==> config.mk <==
export PLATFORM = sky130hd
export DESIGN_NAME = pe_row_ctrl
export DESIGN_NICKNAME = d
export VERILOG_FILES = /design/src/rtl/pe_ctrl_pkg.sv /design/src/rtl/pe_weight_loader.sv /design/src/rtl/pe_row_ctrl.sv
export SDC_FILE = /design/constraint.sdc
export NUM_CORES = 1
export LEC_CHECK = 0
export CORE_MARGIN = 1
export CORE_UTILIZATION = 53
export DETAILED_ROUTE_END_ITERATION = 16
export GPL_ROUTABILITY_DRIVEN = 0
export PLACE_DENSITY = 0.9
export SYNTH_ARGS = -nofsm -noshare
export SYNTH_HDL_FRONTEND = slang
export SYNTH_HIERARCHICAL = 1
export SYNTH_SLANG_ARGS = --single-unit
==> constraint.sdc <==
create_clock -name clk -period 5.2 [get_ports clk]
set_input_delay 0.78 -clock clk [delete_from_list [all_inputs] [get_ports clk]]
set_output_delay 0.78 -clock clk [all_outputs]
set_load 0.05 [all_outputs]
==> src/rtl/pe_ctrl_pkg.sv <==
package pe_ctrl_pkg;

  localparam int unsigned NUM_SEL = 4;
  localparam int unsigned SEL_W   = 2;
  localparam int unsigned WGT_W   = 8;

  typedef enum logic [1:0] {
    ST_IDLE    = 2'd0,
    ST_LOAD    = 2'd1,
    ST_COMPUTE = 2'd2,
    ST_DONE    = 2'd3
  } state_e;

endpackage

==> src/rtl/pe_weight_loader.sv <==
module pe_weight_loader
  import pe_ctrl_pkg::*;
#(
  parameter int unsigned NUM_PE = 8
) (
  input  logic              clk,
  input  logic              rst_n,
  input  logic              clear,
  input  logic              active,
  input  logic              w_valid,
  input  logic [WGT_W-1:0]  w_data,
  output logic              w_ready,
  output logic [WGT_W-1:0]  pe_weight_load,
  output logic [NUM_PE-1:0] pe_weight_load_en,
  output logic [SEL_W-1:0]  pe_weight_load_sel,
  output logic              last_beat
);

  localparam int unsigned       NUM_BEATS = NUM_SEL * NUM_PE;
  localparam int unsigned       IDX_W     = $clog2(NUM_BEATS);
  localparam logic [IDX_W-1:0]  LAST_IDX  = IDX_W'(NUM_BEATS - 1);

  logic [IDX_W-1:0] idx_q, idx_d;
  logic [IDX_W-1:0] pe_idx;
  logic             beat;

  // PE-major beat order: upper index bits pick the PE, lower bits the slot
  always_comb begin
    w_ready            = active;
    beat               = active & w_valid;
    last_beat          = beat & (idx_q == LAST_IDX);
    pe_weight_load     = active ? w_data : '0;
    pe_weight_load_sel = active ? idx_q[SEL_W-1:0] : '0;
    pe_idx             = idx_q >> SEL_W;
    pe_weight_load_en  = '0;
    for (int unsigned p = 0; p < NUM_PE; p++) begin
      if (beat && (pe_idx == IDX_W'(p))) begin
        pe_weight_load_en[p] = 1'b1;
      end
    end
    idx_d = idx_q;
    if (clear) begin
      idx_d = '0;
    end else if (beat) begin
      idx_d = (idx_q == LAST_IDX) ? '0 : idx_q + IDX_W'(1);
    end
  end

  always_ff @(posedge clk or negedge rst_n) begin
    if (!rst_n) begin
      idx_q <= '0;
    end else begin
      idx_q <= idx_d;
    end
  end

endmodule

==> src/rtl/pe_row_ctrl.sv <==
module pe_row_ctrl
  import pe_ctrl_pkg::*;
#(
  parameter int unsigned NUM_PE = 8,
  parameter int unsigned CNT_W  = 16
) (
  input  logic              clk,
  input  logic              rst_n,
  input  logic              start,
  input  logic [CNT_W-1:0]  cfg_npix,
  output logic              busy,
  output logic              done,
  input  logic              w_valid,
  output logic              w_ready,
  input  logic [7:0]        w_data,
  input  logic              x_valid,
  output logic              x_ready,
  input  logic [7:0]        x_data,
  output logic [7:0]        pe_weight_load,
  output logic [NUM_PE-1:0] pe_weight_load_en,
  output logic [1:0]        pe_weight_load_sel,
  output logic [7:0]        pe_imap_in,
  output logic              pipe_en,
  output logic              pe_en,
  output logic [1:0]        weight_sel,
  output logic              prod_valid,
  output logic [1:0]        prod_sel,
  output logic              prod_last
);

  localparam logic [SEL_W-1:0] SEL_LAST = SEL_W'(NUM_SEL - 1);

  state_e           state_q, state_d;
  logic [CNT_W-1:0] npix_q, npix_d;
  logic [CNT_W-1:0] pix_cnt_q, pix_cnt_d;
  logic             have_q, have_d;
  logic [SEL_W-1:0] sel_q, sel_d;
  logic             prod_valid_q, prod_valid_d;
  logic [SEL_W-1:0] prod_sel_q, prod_sel_d;
  logic             prod_last_q, prod_last_d;

  logic             load_clear;
  logic             load_active;
  logic             last_beat;
  logic             x_acc;
  logic             last_pe;

  pe_weight_loader #(
    .NUM_PE (NUM_PE)
  ) u_loader (
    .clk                (clk),
    .rst_n              (rst_n),
    .clear              (load_clear),
    .active             (load_active),
    .w_valid            (w_valid),
    .w_data             (w_data),
    .w_ready            (w_ready),
    .pe_weight_load     (pe_weight_load),
    .pe_weight_load_en  (pe_weight_load_en),
    .pe_weight_load_sel (pe_weight_load_sel),
    .last_beat          (last_beat)
  );

  always_comb begin
    load_clear  = (state_q == ST_IDLE) & start;
    load_active = (state_q == ST_LOAD);
    busy        = (state_q != ST_IDLE);
    done        = (state_q == ST_DONE);
    prod_valid  = prod_valid_q;
    prod_sel    = prod_sel_q;
    prod_last   = prod_last_q;
  end

  // A pixel accepted in the sel==3 cycle overrides the have-clear and sel wrap,
  // so the resident pixel is consumed on the same edge the new one enters.
  always_comb begin
    state_d    = state_q;
    npix_d     = npix_q;
    pix_cnt_d  = pix_cnt_q;
    have_d     = have_q;
    sel_d      = sel_q;
    x_ready    = 1'b0;
    x_acc      = 1'b0;
    pipe_en    = 1'b0;
    pe_imap_in = '0;
    pe_en      = 1'b0;
    weight_sel = '0;
    last_pe    = 1'b0;

    unique case (state_q)
      ST_IDLE: begin
        if (start) begin
          state_d   = ST_LOAD;
          npix_d    = cfg_npix;
          pix_cnt_d = '0;
          have_d    = 1'b0;
          sel_d     = '0;
        end
      end
      ST_LOAD: begin
        if (last_beat) begin
          state_d = (npix_q != '0) ? ST_COMPUTE : ST_DONE;
        end
      end
      ST_COMPUTE: begin
        x_ready = (pix_cnt_q < npix_q) & (!have_q | (sel_q == SEL_LAST));
        x_acc   = x_ready & x_valid;
        if (have_q) begin
          pe_en      = 1'b1;
          weight_sel = sel_q;
          sel_d      = sel_q + SEL_W'(1);
          if (sel_q == SEL_LAST) begin
            have_d = 1'b0;
            if (pix_cnt_q == npix_q) begin
              last_pe = 1'b1;
              state_d = ST_DONE;
            end
          end
        end
        if (x_acc) begin
          pipe_en    = 1'b1;
          pe_imap_in = x_data;
          have_d     = 1'b1;
          sel_d      = '0;
          pix_cnt_d  = pix_cnt_q + CNT_W'(1);
        end
      end
      ST_DONE: begin
        state_d = ST_IDLE;
      end
      default: begin
        state_d = ST_IDLE;
      end
    endcase

    prod_valid_d = pe_en;
    prod_sel_d   = weight_sel;
    prod_last_d  = last_pe;
  end

  always_ff @(posedge clk or negedge rst_n) begin
    if (!rst_n) begin
      state_q      <= ST_IDLE;
      npix_q       <= '0;
      pix_cnt_q    <= '0;
      have_q       <= 1'b0;
      sel_q        <= '0;
      prod_valid_q <= 1'b0;
      prod_sel_q   <= '0;
      prod_last_q  <= 1'b0;
    end else begin
      state_q      <= state_d;
      npix_q       <= npix_d;
      pix_cnt_q    <= pix_cnt_d;
      have_q       <= have_d;
      sel_q        <= sel_d;
      prod_valid_q <= prod_valid_d;
      prod_sel_q   <= prod_sel_d;
      prod_last_q  <= prod_last_d;
    end
  end

endmodule

Word level (Yosys, flattened, before mapping)
Cells that the tools add are included.
{"block": "totals", "register_bits": 46, "word_cells": 104}
{"block": "op_classes", "addsub": 3, "order_cmp": 1, "eq_ne": 20, "muxes": 45, "n_bitwise": 6, "reduce_logical": 20}
{"operator": "16-bit 2-to-1 mux", "count": 2}
{"operator": "16-bit case mux with 2 select lines", "count": 1}
{"operator": "8-bit 2-to-1 mux", "count": 3}
{"operator": "1-bit 2-to-1 mux", "count": 22}
{"operator": "2-bit 2-to-1 mux", "count": 11}
{"operator": "16-bit by 1-bit adder with 16-bit output, second input constant", "count": 1}
{"operator": "16-bit == test", "count": 1}
{"operator": "16-bit < comparator", "count": 1}
{"operator": "16-bit nonzero test", "count": 1}
{"operator": "5-bit 2-to-1 mux", "count": 3}
{"operator": "3-bit == test, second input constant", "count": 4}
{"operator": "2-bit != test, second input constant", "count": 6}
{"operator": "1-bit logical AND", "count": 8}
{"operator": "2-bit case mux with 4 select lines", "count": 1}
{"operator": "2-bit == test, second input constant", "count": 3}
{"operator": "3-bit by 2-bit == test with 1-bit output, second input constant", "count": 2}
{"operator": "3-bit AND reduction", "count": 2}
{"operator": "2-bit nonzero test", "count": 3}
{"operator": "5-bit by 1-bit adder with 5-bit output, second input constant", "count": 1}
{"operator": "1-bit bitwise AND", "count": 5}
{"operator": "5-bit == test, second input constant", "count": 1}
{"operator": "5-bit logical NOT", "count": 1}
{"operator": "5-bit AND reduction", "count": 1}
{"operator": "2-bit case mux with 2 select lines", "count": 1}
{"operator": "other kinds (9)", "count": 10}

Depth between registers and ports, before layout
{"block": "depth", "ltp_word": 6, "depth_mapped": 10, "depth_no_buf": 8}

Hierarchy
Netlist, hierarchy kept.
{"mod": "pe_row_ctrl", "n_inst": 1, "cells_each": 272, "area_per_inst_um2": 2504.9, "seq_area_each_um2": 1026.0}
{"mod": "pe_weight_loader", "n_inst": 1, "cells_each": 53, "area_per_inst_um2": 404.1, "seq_area_each_um2": 125.1}

Worst setup path after synthesis
Ideal clock, no wire load.
{"block": "synth_timing", "kind": "register -> output", "startpoint": "register pix_cnt_q[1]", "endpoint": "output x_ready", "t_arrival_ns": 2.621, "t_required_ns": 4.420, "path_slack_ns": 1.799, "path_stages_with_launch": 6, "path_buffers": 0, "cell_sequence": "dfrtp_1 -> ha_1 -> nor2b_1 -> o211ai_2 -> a21boi_4 -> nor4_1"}
{"block": "synth_via", "elab_chain_len": 3}
{"item": "start, declared", "line_no": "pe_row_ctrl.sv:35", "source": "logic [CNT_W-1:0] pix_cnt_q, pix_cnt_d;"}
{"item": "start signal, assigned", "line_no": "pe_row_ctrl.sv:154", "source": "pix_cnt_q <= pix_cnt_d;"}
{"item": "16-bit < comparator", "line_no": "pe_row_ctrl.sv:106", "source": "x_ready = (pix_cnt_q < npix_q) & (!have_q | (sel_q == SEL_LAST));"}
{"item": "1-bit bitwise AND", "line_no": "pe_row_ctrl.sv:106"}
{"item": "1-bit 2-to-1 mux", "line_no": "pe_row_ctrl.sv:90", "source": "unique case (state_q)"}
{"item": "end, declared", "line_no": "pe_row_ctrl.sv:17", "source": "output logic x_ready,"}
Every way passes these cells.

Worst setup path in the final report
{"block": "layout_timing", "startpoint": "register npix_q[15]", "endpoint": "output pe_imap_in[6]"}
{"block": "layout_via", "elab_chain_len": 5}
{"item": "start, declared", "line_no": "pe_row_ctrl.sv:34", "source": "logic [CNT_W-1:0] npix_q, npix_d;"}
{"item": "start signal, assigned", "line_no": "pe_row_ctrl.sv:153", "source": "npix_q <= npix_d;"}
{"item": "16-bit < comparator", "line_no": "pe_row_ctrl.sv:106"}
{"item": "1-bit bitwise AND", "line_no": "pe_row_ctrl.sv:106"}
{"item": "1-bit bitwise AND", "line_no": "pe_row_ctrl.sv:107", "source": "x_acc = x_ready & x_valid;"}
{"item": "8-bit 2-to-1 mux", "line_no": "pe_row_ctrl.sv:120", "source": "if (x_acc) begin"}
{"item": "8-bit 2-to-1 mux", "line_no": "pe_row_ctrl.sv:90"}
{"item": "end, declared", "line_no": "pe_row_ctrl.sv:22", "source": "output logic [7:0] pe_imap_in,"}
Every way passes these cells.

==> impl_metrics.env <==
export IMPL_io_buffers=74
export IMPL_crit_required_ns=4.42
export IMPL_grt_antenna_before_repair=0
export IMPL_synth_nets=387
export IMPL_drtIter0Drc=187
export IMPL_setup_viol=0
export IMPL_io_pins=75
export IMPL_critPathTopFamily="buffers and inverters"
export IMPL_vias=2699
export IMPL_period_share_pct=77.0
export IMPL_seq_area_frac_synth_pct=39.6
export IMPL_cts_max_level=2
export IMPL_synth_area_top_cells="dfrtp_1 40%, ha_1 11%, nand2_1 4.5%, and2_1 4.1%, a21oi_1 3.8%"
export IMPL_initial_utilization_pct=55.9
export IMPL_viasPerCell=5.79
export IMPL_clk_path_buf_depth=2
export IMPL_cts_tree="yes"
export IMPL_wl_per_cell_um=15.4
export IMPL_final_antenna_net_count=0
export IMPL_slowest_stage="clkdlybuf4s50_1"
export IMPL_p_leak_nw=1.64
export IMPL_crit_buf_inv=3
export IMPL_chipWidth_um=76.1
export IMPL_avgSynthCellArea_um2=8.95
export IMPL_synthArstFlopShare_pct=100
export IMPL_grt_pass1_wl_um=12200
export IMPL_crit_type="flop to primary output"
export IMPL_clkLatencyLatePin_ns=0.30
export IMPL_fin_area_um2=3760
export IMPL_clk_pin_slew_worst_paths_ns=0.08
export IMPL_yosys_area_top_type="dfrtp_1"
export IMPL_gr_total_overflow=0
export IMPL_ys_top_cells_by_count="46 x dfrtp_1, 35 x nand2_1, 26 x inv_1, 25 x ha_1, 24 x nor2_1"
export IMPL_crit_chain="inv_1 > ha_1 > a21oi_1 > o221a_2 > o211ai_2 > or4_1 > inv_2 > and2_1 > clkdlybuf4s50_1"
export IMPL_n_fill_cell=395
export IMPL_ir_drop_uv=291
export IMPL_synthCells=325
export IMPL_ys_flop_type="dfrtp_1"
export IMPL_drive_gt1_share_pct=5.05
export IMPL_worstSetupEndpointType="primary output"
export IMPL_crit_fanout=10
export IMPL_synthDistinctLibCells=52
export IMPL_drv_slew=0
export IMPL_cpPeakStageDelay_ns=0.81
export IMPL_synth_edff_count=0
export IMPL_tns_ns=0
export IMPL_rsz0062_at_grt="false"
export IMPL_critPathLaunchType="flop"
export IMPL_cts_setup_buffers=0
export IMPL_track_usage_pct=26.2
export IMPL_fin_skew_ns=0.00567
export IMPL_core_area_um2=5200
export IMPL_cap_viol_max_count=0
export IMPL_rows=26
export IMPL_die_h_um=76.1
export IMPL_maxSlewHeadroom_pct=30.8
export IMPL_hold_viol=0
export IMPL_hold_class="flop to flop"
export IMPL_tightest_slew_ns=1.04
export IMPL_dp_hpwl_um=5370
export IMPL_synth_warning_count=6
export IMPL_routed_wl_um=7180
export IMPL_grt_max_degree=47
export IMPL_outcome="finished, final reports clean"
export IMPL_period_minus_slack_ns=4.01
export IMPL_yosysMostFrequentCell="dfrtp_1"
export IMPL_synth_top_area_share_pct=39.6
export IMPL_cts_root_buffer_cell="clkbuf_8"
export IMPL_hold_buffers=0
export IMPL_antenna_cells=0
export IMPL_synthToLayoutAreaGrowth_pct=29.3
export IMPL_grt_pass1_vias=2629
export IMPL_dr_pass1_iters=4
export IMPL_p_per_area_nw_per_um2=449
export IMPL_fmax_ghz=0.250
export IMPL_die_area_um2=5790
export IMPL_syn_area_um2=2910
export IMPL_cts_resized=0
export IMPL_cts_buffers=5
export IMPL_crit_arrival_ns=3.23
export IMPL_dpl_cell_area_um2=3660
export IMPL_cts_sinks=46
export IMPL_drc=0
export IMPL_fin_nets=457
export IMPL_synth_seq_cells=46
## cell families (layout without fill, tap and decap cells)
logic type	after synthesis	count (layout)	share of synthesized area, %
simple gates	135	135	24.6
compound gates	76	76	17.3
flops	46	46	39.6
buf+inv	38	109	6.11
fa+ha+maj	25	25	10.8
mux	3	3	1.12
xor+xnor	2	2	0.602
## worst reg2reg max path: cells and delay by family, from the launching register on
kind,cells,cell delay (ns)
AO/OA/AOI/OAI,4,1.33
flip-flops,1,0.44
adder cells (fa/ha/maj),1,0.38
buffers and inverters,2,0.35
AND/OR/NAND/NOR,1,0.31
## cell usage in the layout, fill, tap and decap left out, drive strengths merged, types with 3 or more instances in the layout
cell type,count
a21oi,22
o21ai,27
nor4,5
clkdlybuf4s50,73
and2,19
or3,6
nand3,6
clkbuf,7
or4,4
dfrtp,46
nand2,36
nor2,24
and3,6
nand2b,4
o21a,4
o2111ai,3
inv,27
nand4,12
o31ai,4
ha,25
nor3,7
## worst paths after layout
path	endpoint	slack [ns]	cells past startpoint	startpoint
worst max-delay path	pe_imap_in[6]	1.19	9	npix_q[15]$_DFFE_PN0P_
worst min-delay path	sel_q[1]$_DFFE_PN0P_	0.57	2	sel_q[1]$_DFFE_PN0P_
worst min register to register	sel_q[1]$_DFFE_PN0P_	0.57	2	sel_q[1]$_DFFE_PN0P_
worst max register to register	pix_cnt_q[9]$_DFFE_PN0P_	2.31	8	state_q[0]$_DFFE_PN0P_
min in group asynchronous	npix_q[11]$_DFFE_PN0P_	0.65	1	rst_n
max in group asynchronous	pix_cnt_q[1]$_DFFE_PN0P_	3.89	1	rst_n
## state kept, by name, indices dropped and copies added, names as in the netlist
signal,cells
have_q,1
sel_q,2
npix_q,16
u_loader/idx_q,5
prod_valid,1
pix_cnt_q,16
prod_sel,2
state_q,2
prod_last,1
## per-layer routing
metal	vias to the layer above	GRT usage [%]	wire [µm]
met3	11	6.83	467
met5	-	0	0
met2	104	46.2	3620
met1	1289	31.2	3000
met4	0	7.88	89
li1	1295	-	-
## layout make-up
cell class,instances,area [µm²],share of cell area (%)
Multi-Input combinational cell,241,1580,42.0
Sequential cell,46,1150,30.6
Timing Repair Buffer,74,736,19.6
Inverter,27,101,2.69
Tap cell,70,87.6,2.33
Clock buffer,7,76.3,2.03
Clock inverter,1,30.0,0.798
## metrics by stage
stage / util, % / cells / setup WS (ns) / power (W) / hold slack [ns]
after floorplan: - / 325 / 1.80 / 0.00118 / 0.484
after detailed placement: 70.2 / 458 / 1.42 / 0.00142 / 0.544
after global placement: 70.2 / 458 / 1.49 / 0.00139 / 0.530
after CTS: 72.3 / 466 / 1.20 / 0.00169 / 0.555
final: 72.3 / 466 / 1.19 / 0.00169 / 0.565
after global routing: 72.3 / 466 / 1.01 / 0.00181 / 0.587
## power breakdown
group	internal (W)	leakage, nW	switching, W
sequential	0.000454	0.606	0.0000795
combinational	0.000301	0.985	0.000592
clock	0.000144	0.0524	0.000118
total	0.000898	1.64	0.000790
Power figures use the tool's default switching activity.
